**config.mk**
```make
export PLATFORM = sky130hd
export DESIGN_NAME = prog_loader
export DESIGN_NICKNAME = d
export VERILOG_FILES = /design/src/rtl/prog_loader_pkg.sv /design/src/rtl/prog_loader_load_timer.sv /design/src/rtl/prog_loader.sv
export SDC_FILE = /design/constraint.sdc
export NUM_CORES = 1
export LEC_CHECK = 0
export ABC_AREA = 0
export BUFFER_PORTS_ARGS = -buffer_cell sky130_fd_sc_hd__buf_4
export CAP_MARGIN = 25
export CORE_MARGIN = 1
export CORE_UTILIZATION = 35
export CTS_CLUSTER_SIZE = 24
export DETAILED_ROUTE_END_ITERATION = 12
export SLEW_MARGIN = 20
export SYNTH_ARGS = -nofsm -noshare
export SYNTH_HDL_FRONTEND = slang
export SYNTH_SLANG_ARGS = --single-unit
```
**constraint.sdc**
```tcl
create_clock -name clock -period 2.6 [get_ports clock]
set_input_delay 0.39 -clock clock [delete_from_list [all_inputs] [get_ports clock]]
set_output_delay 0.39 -clock clock [all_outputs]
set_load 0.01 [all_outputs]
```
**src/rtl/prog_loader_pkg.sv**
```systemverilog
// Shared state encodings and header field widths for the program loader.
package prog_loader_pkg;

  localparam logic [2:0] S_IDLE   = 3'd0;
  localparam logic [2:0] S_LEN_HI = 3'd1;
  localparam logic [2:0] S_LEN_LO = 3'd2;
  localparam logic [2:0] S_DATA   = 3'd3;
  localparam logic [2:0] S_CSUM   = 3'd4;
  localparam logic [2:0] S_DONE   = 3'd5;
  localparam logic [2:0] S_ERROR  = 3'd6;

  localparam int LEN_W  = 12;
  localparam int BYTE_W = 8;

  // States in which a host byte can be taken.
  function automatic logic frame_active(input logic [2:0] s);
    return (s == S_LEN_HI) || (s == S_LEN_LO) || (s == S_DATA) || (s == S_CSUM);
  endfunction

endpackage

```
**src/rtl/prog_loader_load_timer.sv**
```systemverilog
// Idle counter: expires after TIMEOUT consecutive enabled cycles without clear.
module load_timer #(
  parameter int TIMEOUT = 1024
) (
  input  logic clock,
  input  logic reset,
  input  logic clear_i,
  input  logic enable_i,
  output logic expired_o
);
  localparam int CW = (TIMEOUT > 1) ? $clog2(TIMEOUT + 1) : 1;
  localparam logic [CW-1:0] LAST = CW'((TIMEOUT == 0) ? 0 : TIMEOUT - 1);

  logic [CW-1:0] cnt_q, cnt_d;

  // Expiry fires in the TIMEOUT-th idle cycle so the FSM leaves on that edge.
  assign expired_o = (TIMEOUT != 0) && enable_i && !clear_i && (cnt_q == LAST);

  always_comb begin
    cnt_d = cnt_q;
    if (clear_i || !enable_i) cnt_d = '0;
    else if (!expired_o && TIMEOUT != 0) cnt_d = cnt_q + 1'b1;
  end

  always_ff @(posedge clock or negedge reset) begin
    if (!reset) cnt_q <= '0;
    else        cnt_q <= cnt_d;
  end
endmodule

```
**src/rtl/prog_loader.sv**
```systemverilog
// Framed byte-stream program loader: length header, payload, checksum.
// Handshake: a byte transfers on a rising edge where in_valid && in_ready.
module prog_loader
  import prog_loader_pkg::*;
#(
  parameter int                ADDR_W    = 12,
  parameter logic [ADDR_W-1:0] BASE_ADDR = '0,
  parameter int                TIMEOUT   = 1024
) (
  input  logic              clock,
  input  logic              reset,
  input  logic              start,
  input  logic              in_valid,
  input  logic [7:0]        in_data,
  output logic              in_ready,
  output logic              mem_we,
  output logic [ADDR_W-1:0] mem_addr,
  output logic [7:0]        mem_wdata,
  output logic              core_reset,
  output logic              busy,
  output logic              done,
  output logic              error,
  output logic [2:0]        dbg_state
);
  logic [2:0]        state_q, state_d;
  logic [LEN_W-1:0]  len_q, len_d;
  logic [LEN_W-1:0]  idx_q, idx_d;
  logic [BYTE_W-1:0] sum_q, sum_d;
  logic              we_q, we_d;
  logic [ADDR_W-1:0] addr_q, addr_d;
  logic [7:0]        wdata_q, wdata_d;
  logic              core_rst_q, core_rst_d;
  logic              busy_q, busy_d;
  logic              done_q, done_d;
  logic              error_q, error_d;
  logic              accept;
  logic              expired;

  assign in_ready   = frame_active(state_q);
  assign accept     = in_valid && in_ready;
  assign mem_we     = we_q;
  assign mem_addr   = addr_q;
  assign mem_wdata  = wdata_q;
  assign core_reset = core_rst_q;
  assign busy       = busy_q;
  assign done       = done_q;
  assign error      = error_q;
  assign dbg_state  = state_q;

  load_timer #(.TIMEOUT(TIMEOUT)) u_timer (
    .clock     (clock),
    .reset     (reset),
    .clear_i   (accept),
    .enable_i  (in_ready),
    .expired_o (expired)
  );

  always_comb begin
    state_d    = state_q;
    len_d      = len_q;
    idx_d      = idx_q;
    sum_d      = sum_q;
    we_d       = 1'b0;
    addr_d     = addr_q;
    wdata_d    = wdata_q;
    core_rst_d = core_rst_q;
    busy_d     = busy_q;
    done_d     = done_q;
    error_d    = error_q;

    case (state_q)
      S_LEN_HI: if (accept) begin
        sum_d        = sum_q + in_data;
        len_d[11:8]  = in_data[3:0];
        state_d      = (in_data[7:4] != 4'd0) ? S_ERROR : S_LEN_LO;
      end
      S_LEN_LO: if (accept) begin
        sum_d       = sum_q + in_data;
        len_d[7:0]  = in_data;
        state_d     = ({len_q[11:8], in_data} == '0) ? S_CSUM : S_DATA;
      end
      S_DATA: if (accept) begin
        sum_d   = sum_q + in_data;
        we_d    = 1'b1;
        wdata_d = in_data;
        addr_d  = BASE_ADDR + ADDR_W'(idx_q);
        idx_d   = idx_q + 1'b1;
        if (idx_q == len_q - 1'b1) state_d = S_CSUM;
      end
      S_CSUM: if (accept) state_d = (in_data == sum_q) ? S_DONE : S_ERROR;
      default: if (start) begin
        state_d    = S_LEN_HI;
        len_d      = '0;
        idx_d      = '0;
        sum_d      = '0;
        core_rst_d = 1'b1;
        busy_d     = 1'b1;
        done_d     = 1'b0;
        error_d    = 1'b0;
      end
    endcase

    if (expired) state_d = S_ERROR;

    // Status flags are registered on the edge that enters DONE/ERROR.
    if (in_ready && state_d == S_DONE) begin
      done_d     = 1'b1;
      busy_d     = 1'b0;
      core_rst_d = 1'b0;
    end
    if (in_ready && state_d == S_ERROR) begin
      error_d = 1'b1;
      busy_d  = 1'b0;
    end
  end

  always_ff @(posedge clock or negedge reset) begin
    if (!reset) begin
      state_q    <= S_IDLE;
      len_q      <= '0;
      idx_q      <= '0;
      sum_q      <= '0;
      we_q       <= 1'b0;
      addr_q     <= BASE_ADDR;
      wdata_q    <= '0;
      core_rst_q <= 1'b1;
      busy_q     <= 1'b0;
      done_q     <= 1'b0;
      error_q    <= 1'b0;
    end else begin
      state_q    <= state_d;
      len_q      <= len_d;
      idx_q      <= idx_d;
      sum_q      <= sum_d;
      we_q       <= we_d;
      addr_q     <= addr_d;
      wdata_q    <= wdata_d;
      core_rst_q <= core_rst_d;
      busy_q     <= busy_d;
      done_q     <= done_d;
      error_q    <= error_d;
    end
  end
endmodule

```
==> run summary, run 1 <==
status -> finished clean
Mapped Avg Cell Area -> 9.14 sq um
Worst Hold Class -> in2async
post-synthesis net count -> 454
Rel. slew slack -> 0.393
Die X -> 108 um
wire length per cell -> 15.2 um
Max Root-Sink Buffers -> 2
Worst Path Max Fanout -> 5
# DRC -> 0
Seq pwr share -> 0.329
Post-DRT Antenna Nets -> 0
final WL -> 9.44 mm
Syn. warnings -> 0
CP startpoint kind -> flop
CP max stage cell -> dfrtp_1
crit path time final -> 2.44 ns
fin. max-slew vios -> 0
CTS tree -> done
Vias per Instance -> 5.19
share of cells above drive strength 1 -> 0.189
total power draw -> 0.00508 W
Clk pwr share -> 0.214
Least-Margin Pin Slew -> 0.911 ns
Root Buffer -> clkbuf_8
CTS H-tree depth -> 3
first-pass GRT wire length -> 16.2 mm
Lkg Pwr -> 2.22 nW
CP Capture Type -> flop
Diodes inserted -> 0
WP data required -> 2.85 ns
clock latency on the worst-skew pair -> 0.36 ns
GRT Total Usage -> 0.180
Power Density -> 1090 mW/mm^2
Sw Share -> 0.404
TritonCTS Sinks -> 71
antenna violations before repair -> 0
Crit Path Category -> reg2reg
Arr. time, crit path -> 2.69 ns
Critical Path Source -> len_q[0]$_DFFE_PN0P_
Post-DP HPWL -> 6.83 mm
switching pwr -> 0.00206 W
Max-Cap Viols -> 0
final setup fails -> 0
Final Hold Fails -> 0
layout net count -> 499
DRT iter0 DRCs -> 150
Post-synth EDFFs -> 0
main flop type after synthesis -> dfrtp_1
DIE AREA -> 0.0117 sq mm
gpl congestion -> 0.848
Die H -> 108 um
PortBufs -> 40
I/O pins -> 41
Peak VDD IR -> 0.000566 V
FMAX -> 0.410 GHz
hold_buf cts -> 0
register clock-pin slew on the reported worst setup and hold paths -> 0.08 ns
Initial Utilization -> 0.362
P&R area growth vs syn -> 18.6%
post-layout util -> 0.429
Synth Instances -> 431
Netlist cell types -> 71
sequence of cells on the critical path -> inv_1 -> ha_1 -> nor2b_1 -> a21oi_1 -> o311a_1 -> a221o_1 -> a31oi_2 -> o21ba_1 -> a22o_1
worst stage delay on the critical path -> 0.42 ns
TritonRoute pass-1 iters -> 4
sequential-to-total area share from yosys stat -> 0.452
total number of vias -> 3,225
largest net degree at the start of global routing -> 72
Core Footprint -> 0.0109 sq mm
Worst Skew -> 0.00752 ns
Tcrit/Tclk final -> 0.937
Post-synth ARST share -> 1.00
vias in the first global route -> 3,233
CTS Buf Count -> 9
FF+latch count, synth -> 71
final setup TNS -> 0 ns
reg-to-reg startpoint -> len_q[0]$_DFFE_PN0P_
Logic pwr share -> 0.456
fill count -> 1,064
FP Rows -> 38
Post-Syn Area -> 0.00394 sq mm
GRT overflow -> 0
Internal -> 0.00303 W
## power groups by stage
stage / sequential, W / combinational (W) / clock (W)
2_1_floorplan: 0.00168 / 0.00153 / 0
3_3_place_gp: 0.00168 / 0.00223 / 0
3_5_place_dp: 0.00168 / 0.00227 / 0
4_1_cts: 0.00167 / 0.00230 / 0.00112
5_1_grt: 0.00172 / 0.00263 / 0.00117
6_report: 0.00167 / 0.00232 / 0.00109
## final cells by class
| class | count | area, sq um | area share |
|---|---|---|---|
| Multi-Input combinational cell | 330 | 2040 | 0.437 |
| Sequential cell | 71 | 1780 | 0.381 |
| Timing Repair Buffer | 51 | 383 | 0.0820 |
| Tap cell | 140 | 175 | 0.0375 |
| Clock buffer | 9 | 124 | 0.0265 |
| Clock inverter | 7 | 120 | 0.0257 |
| Inverter | 13 | 48.8 | 0.0105 |
## state kept, by name, indices dropped and copies added (netlist names)
name	cells
mem_addr	12
core_reset	1
len_q	12
sum_q	8
busy	1
mem_we	1
idx_q	12
u_timer.cnt_q	11
dbg_state	3
done	1
error	1
mem_wdata	8
## worst max-delay path, delay by kind of cell, from the launching register on
family | cells | cell delay, ns
and+or+nand+nor | 1 | 0.31
DFF | 1 | 0.42
buffers and inverters | 1 | 0.10
AOI/OAI and AO/OA | 6 | 1.25
adders and majority gates | 1 | 0.23
## worst paths after layout
kind                                                 to  slack (ns)  depth (start not counted)
min reg2reg                            done$_DFFE_PN0P_        0.48                          2
max                                   error$_DFFE_PN0P_        0.16                          9
max in group asynchronous  u_timer.cnt_q[3]$_DFFE_PN0P_        1.86                          1
min                            mem_wdata[6]$_DFFE_PN0P_        0.15                          1
max reg2reg                           error$_DFFE_PN0P_        0.16                          9
min in group clock             mem_wdata[4]$_DFFE_PN0P_        0.26                          3
## cells in the mapped netlist, types with 3 or more instances
library cell	instances	area (sq um)
nand2_1	97	364
dfrtp_1	70	1750
nand3_1	25	125
nor2_1	25	93.8
xor2_1	20	175
o21ai_0	14	70.1
xnor2_1	13	114
a21oi_1	12	60.1
inv_1	11	41.3
nor3_1	11	55.1
clkbuf_1	10	37.5
ha_1	10	125
o21ai_1	9	45.0
and3_1	6	37.5
nand4_1	6	37.5
nor3b_1	5	37.5
nor4_1	5	31.3
a22o_1	4	35.0
buf_6	4	45.0
a21o_1	3	22.5
a31oi_1	3	18.8
and3b_1	3	26.3
nor3_2	3	30.0
o21a_1	3	22.5
or3_1	3	18.8
## kinds of logic (layout without fill, tap and decap cells)
| kind of cell | count (synthesis) | in the layout | synth area share |
|---|---|---|---|
| compound gates | 71 | 71 | 0.126 |
| xor+xnor | 33 | 33 | 0.0734 |
| fa+ha+maj | 11 | 11 | 0.0369 |
| buf+inv | 30 | 80 | 0.0378 |
| flops | 71 | 71 | 0.452 |
| mux | 2 | 2 | 0.00540 |
| simple gates | 213 | 213 | 0.269 |
## what timing repair did
item / CTS / global route
cloned: 0 / 0
endpoints found under the hold margin: 0 / 0
resized for setup: 1 / 3
endpoints found under the setup margin: 1 / 5
buffers inserted: 0 / 0
## metal layers
| layer | track usage | wire length (um) | part of all wire |
|---|---|---|---|
| met5 | 0 | 0 | 0 |
| met4 | 0.0675 | 164 | 0.017 |
| met3 | 0.0416 | 444 | 0.047 |
| met2 | 0.284 | 4470 | 0.47 |
| met1 | 0.240 | 4350 | 0.46 |
## stage by stage
| step | hold WS [ns] | worst slack, ns | instance area (sq um) | std cells |
|---|---|---|---|---|
| 6_report | 0.154 | 0.163 | 4670 | 621 |
| 4_1_cts | 0.180 | 0.0548 | 4650 | 621 |
| 3_3_place_gp | 0.465 | 0.0770 | 4400 | 605 |
| 3_5_place_dp | 0.466 | -0.0231 | 4400 | 605 |
| 5_1_grt | 0.227 | -0.00484 | 4670 | 621 |
| 2_1_floorplan | 0.0944 | 0.269 | 3940 | 431 |
## layout by cell type (no fill, tap or decap), types with 4 or more instances in the layout
master	Yosys	routed
and3_1	6	6
xnor2_1	13	13
inv_1	11	11
a21oi_1	12	12
nor2_1	25	25
ha_1	10	10
nor4_1	5	5
nand3_1	25	25
buf_4	1	51
o21ai_0	14	14
xor2_1	20	20
nor3_1	11	11
dfrtp_1	70	70
o21ai_1	9	9
nand4_1	6	6
clkbuf_8	0	9
nor3b_1	5	5
a22o_1	4	4
nand2_1	97	97
Power figures use the tool's default switching activity.
==> run 2, diff against run 1 <==
- CORE_UTILIZATION: 35 -> 59
- PLACE_DENSITY: default -> 0.8
==> run summary, run 2 (same netlist as run 1, synthesis figures left out) <==
FP Rows -> 29
crit path time final -> 2.43 ns
first-pass GRT wire length -> 15.5 mm
DIE AREA -> 0.00700 sq mm
Vias per Instance -> 5.96
post-route design area -> 0.00456 sq mm
total setup buffers inserted after CTS -> 0
P&R area growth vs syn -> 15.9%
PnR worst setup slack -> 0.173 ns
TritonCTS Sinks -> 71
I/O pins -> 41
register area -> 0.00178 sq mm
Worst Path Max Fanout -> 5
FMAX -> 0.412 GHz
antenna violations before repair -> 0
gpl congestion -> 0.896
wire length per cell -> 16.3 um
fin. max-slew vios -> 0
Rel. slew slack -> 0.404
unrepaired setup endpoints after global routing -> false
Place WS -> -0.00368 ns
Max Root-Sink Buffers -> 2
Die X -> 83.7 um
final setup TNS -> 0 ns
Lkg Pwr -> 2.21 nW
Worst Hold Class -> in2async
Core Footprint -> 0.00639 sq mm
DRT iter0 DRCs -> 249
CTS resizes -> 1
CTS tree -> done
# DRC -> 0
Crit Path Category -> reg2reg
Initial Utilization -> 0.617
CTS H-tree depth -> 3
fill count -> 488
multi-input logic area -> 0.00203 sq mm
CP startpoint kind -> flop
TritonRoute pass-1 iters -> 4
largest net degree at the start of global routing -> 72
GRT Total Usage -> 0.280
Root Buffer -> clkbuf_8
Tcrit/Tclk final -> 0.933
total power draw -> 0.00501 W
final setup fails -> 0
hold_buf cts -> 0
Least-Margin Pin Slew -> 0.894 ns
CTS Buf Count -> 9
share of cells above drive strength 1 -> 0.188
Die H -> 83.7 um
CP Capture Type -> flop
total number of vias -> 3,317
Arr. time, crit path -> 2.68 ns
PortBufs -> 40
Worst Skew -> 0.0110 ns
DP Area -> 0.00431 sq mm
Post-DRT Antenna Nets -> 0
register clock-pin slew on the reported worst setup and hold paths -> 0.09 ns
Power Density -> 1100 mW/mm^2
final WL -> 9.08 mm
hold_ws -> 0.140 ns
Peak VDD IR -> 0.000755 V
vias in the first global route -> 3,243
WP data required -> 2.85 ns
Max-Cap Viols -> 0
Final Hold Fails -> 0
commonest non-fill, non-tap cells in the layout -> nand2_1 (97), dfrtp_1 (70), buf_4 (50)
Post-DP HPWL -> 6.53 mm
status -> finished clean
layout net count -> 498
clock latency on the worst-skew pair -> 0.36 ns
Diodes inserted -> 0
most common cell after layout, fill and taps aside -> nand2_1
GRT overflow -> 0
## run 2: final cells by class
cell class              instances  area share
clock buffers                   9      0.0271
clock inverters                 7      0.0244
inverters                      13      0.0107
multi-input cells             330       0.445
flip-flops and latches         71       0.390
well taps                      77      0.0211
repair buffers                 50      0.0823
## run 2: metrics by stage
stage | instances | utilization
floorplan | 431 | -
global placement | 541 | 0.675
detailed placement | 541 | 0.675
CTS | 557 | 0.714
global route | 557 | 0.715
finish | 557 | 0.715
## run 2: final timing paths
| check | slack (ns) | to | start | cells after the start |
|---|---|---|---|---|
| worst max-delay path | 0.17 | error$_DFFE_PN0P_ | len_q[0]$_DFFE_PN0P_ | 9 |
| worst min-delay path | 0.14 | mem_addr[3]$_DFFE_PN0P_ | reset | 1 |
| worst max register to register | 0.17 | error$_DFFE_PN0P_ | len_q[0]$_DFFE_PN0P_ | 9 |
| worst min register to register | 0.48 | done$_DFFE_PN0P_ | done$_DFFE_PN0P_ | 2 |
| max in group asynchronous | 1.86 | len_q[2]$_DFFE_PN0P_ | reset | 1 |
| min in group clock | 0.27 | mem_wdata[4]$_DFFE_PN0P_ | in_data[4] | 3 |
## run 2: power by group
group	internal, W	total [W]	switching [W]
logic	0.000966	0.00229	0.00133
clock network	0.000565	0.00105	0.000482
registers	0.00139	0.00167	0.000278
total	0.00292	0.00501	0.00209
## run 2: per-layer routing
layer,track usage,vias to the layer above,part of all wire
met5,0,-,0
met4,0.108,0,0.017
met3,0.0435,19,0.052
met2,0.458,94,0.49
met1,0.376,1607,0.44
li1,-,1597,-
## run 2: worst max-delay path: stages, from the launching register on
cell and delay (ns):
dfrtp_1 0.42, inv_1 0.10, ha_1 0.23, nor4b_2 0.27
and4_1 0.24, o2111ai_2 0.14, a2111oi_4 0.36, a31oi_2 0.18
o21ba_1 0.22, a22o_1 0.18
